File: config.mk
export PLATFORM = sky130hd
export DESIGN_NAME = clk_tick_monitor_flat
export DESIGN_NICKNAME = d
export VERILOG_FILES = /design/src/rtl/clk_tick_monitor_if.sv /design/src/rtl/clk_tick_monitor.sv /design/src/flat_wrapper.sv
export SDC_FILE = /design/constraint.sdc
export NUM_CORES = 1
export LEC_CHECK = 0
export CELL_PAD_IN_SITES_DETAIL_PLACEMENT = 1
export CELL_PAD_IN_SITES_GLOBAL_PLACEMENT = 1
export CORE_ASPECT_RATIO = 2
export CORE_UTILIZATION = 35
export CTS_BUF_LIST = sky130_fd_sc_hd__clkbuf_4
export DETAILED_ROUTE_END_ITERATION = 12
export PLACE_DENSITY_LB_ADDON = 0.1
export RECOVER_POWER = 50
export SLEW_MARGIN = 0
export SYNTH_ARGS = -nofsm -noshare
export SYNTH_HDL_FRONTEND = slang
export SYNTH_SLANG_ARGS = --single-unit
File: constraint.sdc
create_clock -name clk -period 6.6 [get_ports clk]
set_input_delay 1.65 -clock clk [delete_from_list [all_inputs] [get_ports clk]]
set_output_delay 1.65 -clock clk [all_outputs]
set_load 0.02 [all_outputs]
File: src/rtl/clk_tick_monitor_if.sv
// Bus between the slow-clock source and its tick monitor: the sampled wave in,
// tick pulses and lock/health status out.
interface clk_tick_monitor_if;
    logic       i_clk_in;
    logic       o_tick_rise;
    logic       o_tick_fall;
    logic [7:0] o_half_len;
    logic       o_locked;
    logic       o_lost;
    logic [7:0] o_err_cnt;

    modport master (
        output i_clk_in,
        input  o_tick_rise, o_tick_fall, o_half_len, o_locked, o_lost, o_err_cnt
    );

    modport slave (
        input  i_clk_in,
        output o_tick_rise, o_tick_fall, o_half_len, o_locked, o_lost, o_err_cnt
    );
endinterface

File: src/rtl/clk_tick_monitor.sv
// Turns edges of a slow asynchronous square wave into tick pulses and tracks its
// half-period lock. Define CLK_TICK_DEGLITCH_EN to filter pulses shorter than 3 cycles.
module clk_tick_monitor #(
    parameter int HALF_PERIOD = 51,
    parameter int TOL         = 2,
    parameter int LOCK_CNT    = 4,
    parameter int TIMEOUT     = 200
) (
    input  logic               clk,
    input  logic               rst,
    clk_tick_monitor_if.slave  bus
);
    typedef enum logic [1:0] {S_IDLE, S_ACQ, S_LOCKED, S_LOST} state_t;

    logic        r_s0, r_s1, r_lvl;
    logic [7:0]  r_cnt;
    state_t      r_state, w_state_n;
    logic [3:0]  r_mc, w_mc_n;
    logic        w_err_inc;
    logic        w_edge, w_rise, w_fall, w_ok, w_to;
    logic [7:0]  w_len;
    logic signed [8:0] w_diff;
    logic [8:0]  w_abs;
    logic        r_tick_rise, r_tick_fall, r_locked, r_lost;
    logic [7:0]  r_half_len, r_err_cnt;

    always_ff @(posedge clk or posedge rst) begin
        if (rst) begin
            r_s0 <= 1'b0;
            r_s1 <= 1'b0;
        end else begin
            r_s0 <= bus.i_clk_in;
            r_s1 <= r_s0;
        end
    end

`ifdef CLK_TICK_DEGLITCH_EN
    // Accept a level change only on its third consecutive mismatching cycle.
    logic [1:0] r_dg;
    always_ff @(posedge clk or posedge rst) begin
        if (rst)
            r_dg <= 2'd0;
        else if (w_edge || (r_s1 == r_lvl))
            r_dg <= 2'd0;
        else
            r_dg <= r_dg + 2'd1;
    end
    assign w_edge = (r_s1 != r_lvl) && (r_dg == 2'd2);
`else
    assign w_edge = (r_s1 != r_lvl);
`endif

    assign w_rise = w_edge & r_s1;
    assign w_fall = w_edge & ~r_s1;

    always_ff @(posedge clk or posedge rst) begin
        if (rst)
            r_lvl <= 1'b0;
        else if (w_edge)
            r_lvl <= r_s1;
    end

    always_ff @(posedge clk or posedge rst) begin
        if (rst)
            r_cnt <= 8'd0;
        else if (w_edge)
            r_cnt <= 8'd0;
        else if (r_cnt != 8'hFF)
            r_cnt <= r_cnt + 8'd1;
    end

    // Interval length uses the saturated value so the signed difference cannot wrap.
    assign w_len  = (r_cnt == 8'hFF) ? 8'hFF : r_cnt + 8'd1;
    assign w_diff = $signed({1'b0, w_len}) - $signed(9'(HALF_PERIOD));
    assign w_abs  = w_diff[8] ? $unsigned(-w_diff) : $unsigned(w_diff);
    assign w_ok   = (w_abs <= 9'(TOL));
    assign w_to   = !w_edge && (r_cnt == 8'(TIMEOUT - 1));

    always_ff @(posedge clk or posedge rst) begin
        if (rst) begin
            r_state <= S_IDLE;
            r_mc    <= 4'd0;
        end else begin
            r_state <= w_state_n;
            r_mc    <= w_mc_n;
        end
    end

    always_comb begin
        w_state_n = r_state;
        w_mc_n    = r_mc;
        w_err_inc = 1'b0;
        unique case (r_state)
            S_IDLE, S_LOST: begin
                if (w_edge) begin
                    w_state_n = S_ACQ;
                    w_mc_n    = 4'd0;
                end else if (w_to && (r_state == S_IDLE)) begin
                    w_state_n = S_LOST;
                end
            end
            S_ACQ: begin
                if (w_edge) begin
                    if (!w_ok) begin
                        w_mc_n = 4'd0;
                    end else if ((r_mc + 4'd1) == 4'(LOCK_CNT)) begin
                        w_state_n = S_LOCKED;
                        w_mc_n    = 4'd0;
                    end else begin
                        w_mc_n = r_mc + 4'd1;
                    end
                end else if (w_to) begin
                    w_state_n = S_LOST;
                end
            end
            S_LOCKED: begin
                if (w_edge) begin
                    if (!w_ok) begin
                        w_state_n = S_ACQ;
                        w_mc_n    = 4'd0;
                        w_err_inc = 1'b1;
                    end
                end else if (w_to) begin
                    w_state_n = S_LOST;
                end
            end
            default: w_state_n = S_IDLE;
        endcase
    end

    always_ff @(posedge clk or posedge rst) begin
        if (rst) begin
            r_tick_rise <= 1'b0;
            r_tick_fall <= 1'b0;
            r_half_len  <= 8'd0;
            r_locked    <= 1'b0;
            r_lost      <= 1'b0;
            r_err_cnt   <= 8'd0;
        end else begin
            r_tick_rise <= w_rise;
            r_tick_fall <= w_fall;
            if (w_edge)
                r_half_len <= w_len;
            r_locked <= (w_state_n == S_LOCKED);
            r_lost   <= (w_state_n == S_LOST);
            if (w_err_inc && (r_err_cnt != 8'hFF))
                r_err_cnt <= r_err_cnt + 8'd1;
        end
    end

    assign bus.o_tick_rise = r_tick_rise;
    assign bus.o_tick_fall = r_tick_fall;
    assign bus.o_half_len  = r_half_len;
    assign bus.o_locked    = r_locked;
    assign bus.o_lost      = r_lost;
    assign bus.o_err_cnt   = r_err_cnt;
endmodule
File: src/flat_wrapper.sv
// flat-port wrapper written by rule: the top's interface ports become plain ports
module clk_tick_monitor_flat 
#(
    parameter int HALF_PERIOD = 51,
    parameter int TOL         = 2,
    parameter int LOCK_CNT    = 4,
    parameter int TIMEOUT     = 200
)
  (clk, rst, bus_i_clk_in, bus_o_tick_rise, bus_o_tick_fall, bus_o_half_len, bus_o_locked, bus_o_lost, bus_o_err_cnt);
  clk_tick_monitor_if bus_i ();
  input  logic clk;
  input  logic rst;
  input wire logic [$bits(bus_i.i_clk_in)-1:0] bus_i_clk_in;
  output wire logic [$bits(bus_i.o_tick_rise)-1:0] bus_o_tick_rise;
  output wire logic [$bits(bus_i.o_tick_fall)-1:0] bus_o_tick_fall;
  output wire logic [$bits(bus_i.o_half_len)-1:0] bus_o_half_len;
  output wire logic [$bits(bus_i.o_locked)-1:0] bus_o_locked;
  output wire logic [$bits(bus_i.o_lost)-1:0] bus_o_lost;
  output wire logic [$bits(bus_i.o_err_cnt)-1:0] bus_o_err_cnt;
  assign bus_i.i_clk_in = bus_i_clk_in;
  assign bus_o_tick_rise = bus_i.o_tick_rise;
  assign bus_o_tick_fall = bus_i.o_tick_fall;
  assign bus_o_half_len = bus_i.o_half_len;
  assign bus_o_locked = bus_i.o_locked;
  assign bus_o_lost = bus_i.o_lost;
  assign bus_o_err_cnt = bus_i.o_err_cnt;
  clk_tick_monitor #(.HALF_PERIOD(HALF_PERIOD), .TOL(TOL), .LOCK_CNT(LOCK_CNT), .TIMEOUT(TIMEOUT)) u_core (.clk(clk), .rst(rst), .bus(bus_i));
endmodule
==> results.cfg <==
[final_layout]
drive_gt1_share_pct = 7.850
multi_input_area_um2 = 1426
postLayoutCoreUtil_pct = 40.51
final_nets = 307
final_area_um2 = 2811
layout.cells.non_filler = 384
nFillCells = 825
syn2layout_area_growth_pct = 11.90
regArea_um2 = 925.9

[worst_hold_path]
hp-class = reg2reg
hold_depth = 0

[global_routing]
grt_pass1_wl_um = 11330
track_usage_pct = 20.68
antenna_found_initial = 1
grt.overflow.total = 0
grt_max_degree = 38
grt_pass1_vias = 2324

[die]
core_area_um2 = 6940
die_w_um = 61.91
start_util_pct = 36.20
ios = 23
die_h_um = 121.8
fp.dieArea_um2 = 7542
rows = 43

[sta]
hold_viol = 0
setup_viol = 0
skew_ns = 0.009727
fmax_ghz = 0.2149
fin_setup_tns_ns = 0
min_period_over_period_pct = 70.49
worst_pin_slew_ns = 2.028
slew_headroom_pct = -35.18
rsz0062_at_grt = no
final_max_slew_viol_count = 38
min_period_ns = 4.653
worst_slack_ns = 1.947

[route]
ant_nets = 0
drt-initial-drc-count = 164
viasPerCell = 5.622
firstDrtPassIters = 4
wl_per_cell_um = 17.67
routed-via-count = 2159
wl_um = 6785
drc = 0

[flow_run]
maxCapViolCount = 1

[synthesis]
yosys.area_share.simple_pct = 24.15
ys_ff_latch = 37
synth_mux_area_share_pct = 3.038
synth_area_um2 = 2512
yosys.area.top_type = dfrtp_1
synth_most_common_cell = dfrtp_1
synth_ff_type = dfrtp_1
seq_area_frac_synth_pct = 36.85
synth_compound_area_share_pct = 19.22
synth_top_family_by_area = simple AND/OR/NAND/NOR gates
ys_warn_count = 0
synth_adder_area_share_pct = 5.478
synth_top_area_share_pct = 36.85
synth_nets = 294
synth-edff-count = 0
avgSynthCellArea_um2 = 8.973
async_reset_ff_share_pct = 100.0
ys_top_cells_by_area = dfrtp_1 (37%), ha_1 (5.5%), nand3_1 (3.4%), nor2_1 (3.1%), nand2_1 (3.0%)
synth_xor_area_share_pct = 4.880
synth_top_cells_by_count = dfrtp_1 (37), nor2_1 (21), nand2_1 (20)
yosysUniqueCellTypes = 61
postSynthCellCount = 280

[status]
status = finished, violations left
violations = max-capacitance violations, max-slew violations

[clock_network]
cts_hold_buf = 0
worstSkewPairLatency_ns = 0.35
cts_setup_buffers = 0
clkTransAtPathRegs_ns = 0.11
cts_made_buffers = 5
cts.sinks = 37
root_buffer = clkbuf_4
cts_buffer_depth = 2
tritoncts = built
ctsResizeCount = 0
htreeDepth = 2

[worst_setup_path]
cp_num_cells = 13
path_cells = ha_1 > nand4_1 > nand2b_1 > nand2_1 > ha_1 > nand4b_1 > o31a_1 > mux2i_1 > a41o_1 > o311a_1 > nor2_2 > nor3_1 > mux2_2
cp_top_family = simple AND/OR/NAND/NOR gates
crit_path_start_kind = flop
cpPeakStageDelay_ns = 0.59
worstSetupPathType = reg2reg
crit_buf_inv = 0
crit_top_cell = ha_1
critical_path_arrival_ns = 4.88
cpMaxStageDelayCell = ha_1
r2r_cells = 13
critPathCaptureType = flop
cp_max_fo = 15
cp.required_ns = 6.83

[place]
dp_hpwl_um = 5310
dp_cells = 376
placed_cell_area_um2 = 2764
place_congestion = 0.8479
dp_slack_ns = 1.986
port_buffers = 22

[power_and_ir_drop]
power_density_nw_per_um2 = 311.9
leakagePower_uw = 0.001225
ir_drop_mv = 0.2251
==> cells by family (layout without fill, tap and decap cells) <==
logic type / after synthesis / after routing
XOR/XNOR: 14 / 14
flip-flops: 37 / 37
adder cells (fa/ha/maj): 11 / 11
AO/OA/AOI/OAI: 68 / 68
other: 0 / 1
AND/OR/NAND/NOR: 107 / 107
multiplexers: 7 / 7
buffers and inverters: 36 / 49
==> final cells by class <==
cell class	instances	share of cell area [%]
inverter	19	2.537
clock inverter	1	0.1335
clock buffer	6	1.602
multi-input combinational	207	50.73
antenna	1	0.08901
sequential	37	32.93
timing repair buffer	23	7.966
tap	90	4.005
==> worst paths after layout <==
| path | startpoint | to | slack, ns |
|---|---|---|---|
| max in group asynchronous | rst | u_core.bus.o_err_cnt[7]$_DFFE_PP0P_ | 2.96 |
| setup / recovery | u_core.r_cnt[0]$_DFFE_PP0P_ | u_core.bus.o_err_cnt[1]$_DFFE_PP0P_ | 1.95 |
| setup reg to reg | u_core.r_cnt[0]$_DFFE_PP0P_ | u_core.bus.o_err_cnt[1]$_DFFE_PP0P_ | 1.95 |
| min in group asynchronous | rst | u_core.bus.o_tick_fall$_DFF_PP0_ | 2.47 |
| hold / removal | u_core.r_s0$_DFF_PP0_ | u_core.r_s1$_DFF_PP0_ | 0.36 |
| hold reg to reg | u_core.r_s0$_DFF_PP0_ | u_core.r_s1$_DFF_PP0_ | 0.36 |
==> layout by cell type, fill, tap and decap left out, drive strengths merged, types with 3 or more instances in the layout <==
master | netlist | routed
a21boi | 4 | 4
a21o | 3 | 3
a21oi | 14 | 14
a31oi | 6 | 6
and2 | 5 | 5
and3 | 5 | 5
clkbuf | 5 | 7
clkdlybuf4s50 | 0 | 20
dfrtp | 37 | 37
ha | 11 | 11
inv | 19 | 19
mux2 | 5 | 5
nand2 | 21 | 21
nand2b | 3 | 3
nand3 | 17 | 17
nand4 | 6 | 6
nor2 | 22 | 22
nor2b | 3 | 3
nor3 | 3 | 3
nor4 | 8 | 8
nor4b | 4 | 4
o21a | 3 | 3
o21ai | 14 | 14
o31ai | 4 | 4
xnor2 | 6 | 6
xor2 | 8 | 8
==> where the power goes <==
part,switching (uW),internal (uW),leakage (uW)
clock,71.6,42.8,0.0000292
sequential,38.8,259,0.000494
combinational,287,178,0.000702
total,398,479,0.00123
==> registers in the layout, summed over array words and instances, names as in the netlist <==
signal and cells:
u_core.bus.o_err_cnt 8, u_core.bus.o_half_len 8, u_core.r_cnt 8, u_core.r_mc 4, u_core.r_state 2, u_core.bus.o_locked 1, u_core.bus.o_lost 1, u_core.bus.o_tick_fall 1
u_core.bus.o_tick_rise 1, u_core.r_lvl 1, u_core.r_s0 1, u_core.r_s1 1
==> routing by layer <==
metal,routed length [um],share of wire (%),global-route usage [%],up-vias
li1,-,-,-,1040
met1,2462,36,20.85,1084
met2,4029,59,38.91,24
met3,111,1.6,2.760,11
met4,182,2.7,9.722,0
met5,0,0,0,-
==> through the flow <==
step / hold slack, ns / power [uW]
6_report: 0.3605 / 877.0
4_1_cts: 0.3652 / 894.3
3_5_place_dp: 0.3397 / 775.0
3_3_place_gp: 0.3353 / 767.4
5_1_grt: 0.3799 / 953.6
2_1_floorplan: 0.3312 / 643.3
(Power assumes the default switching activity.)
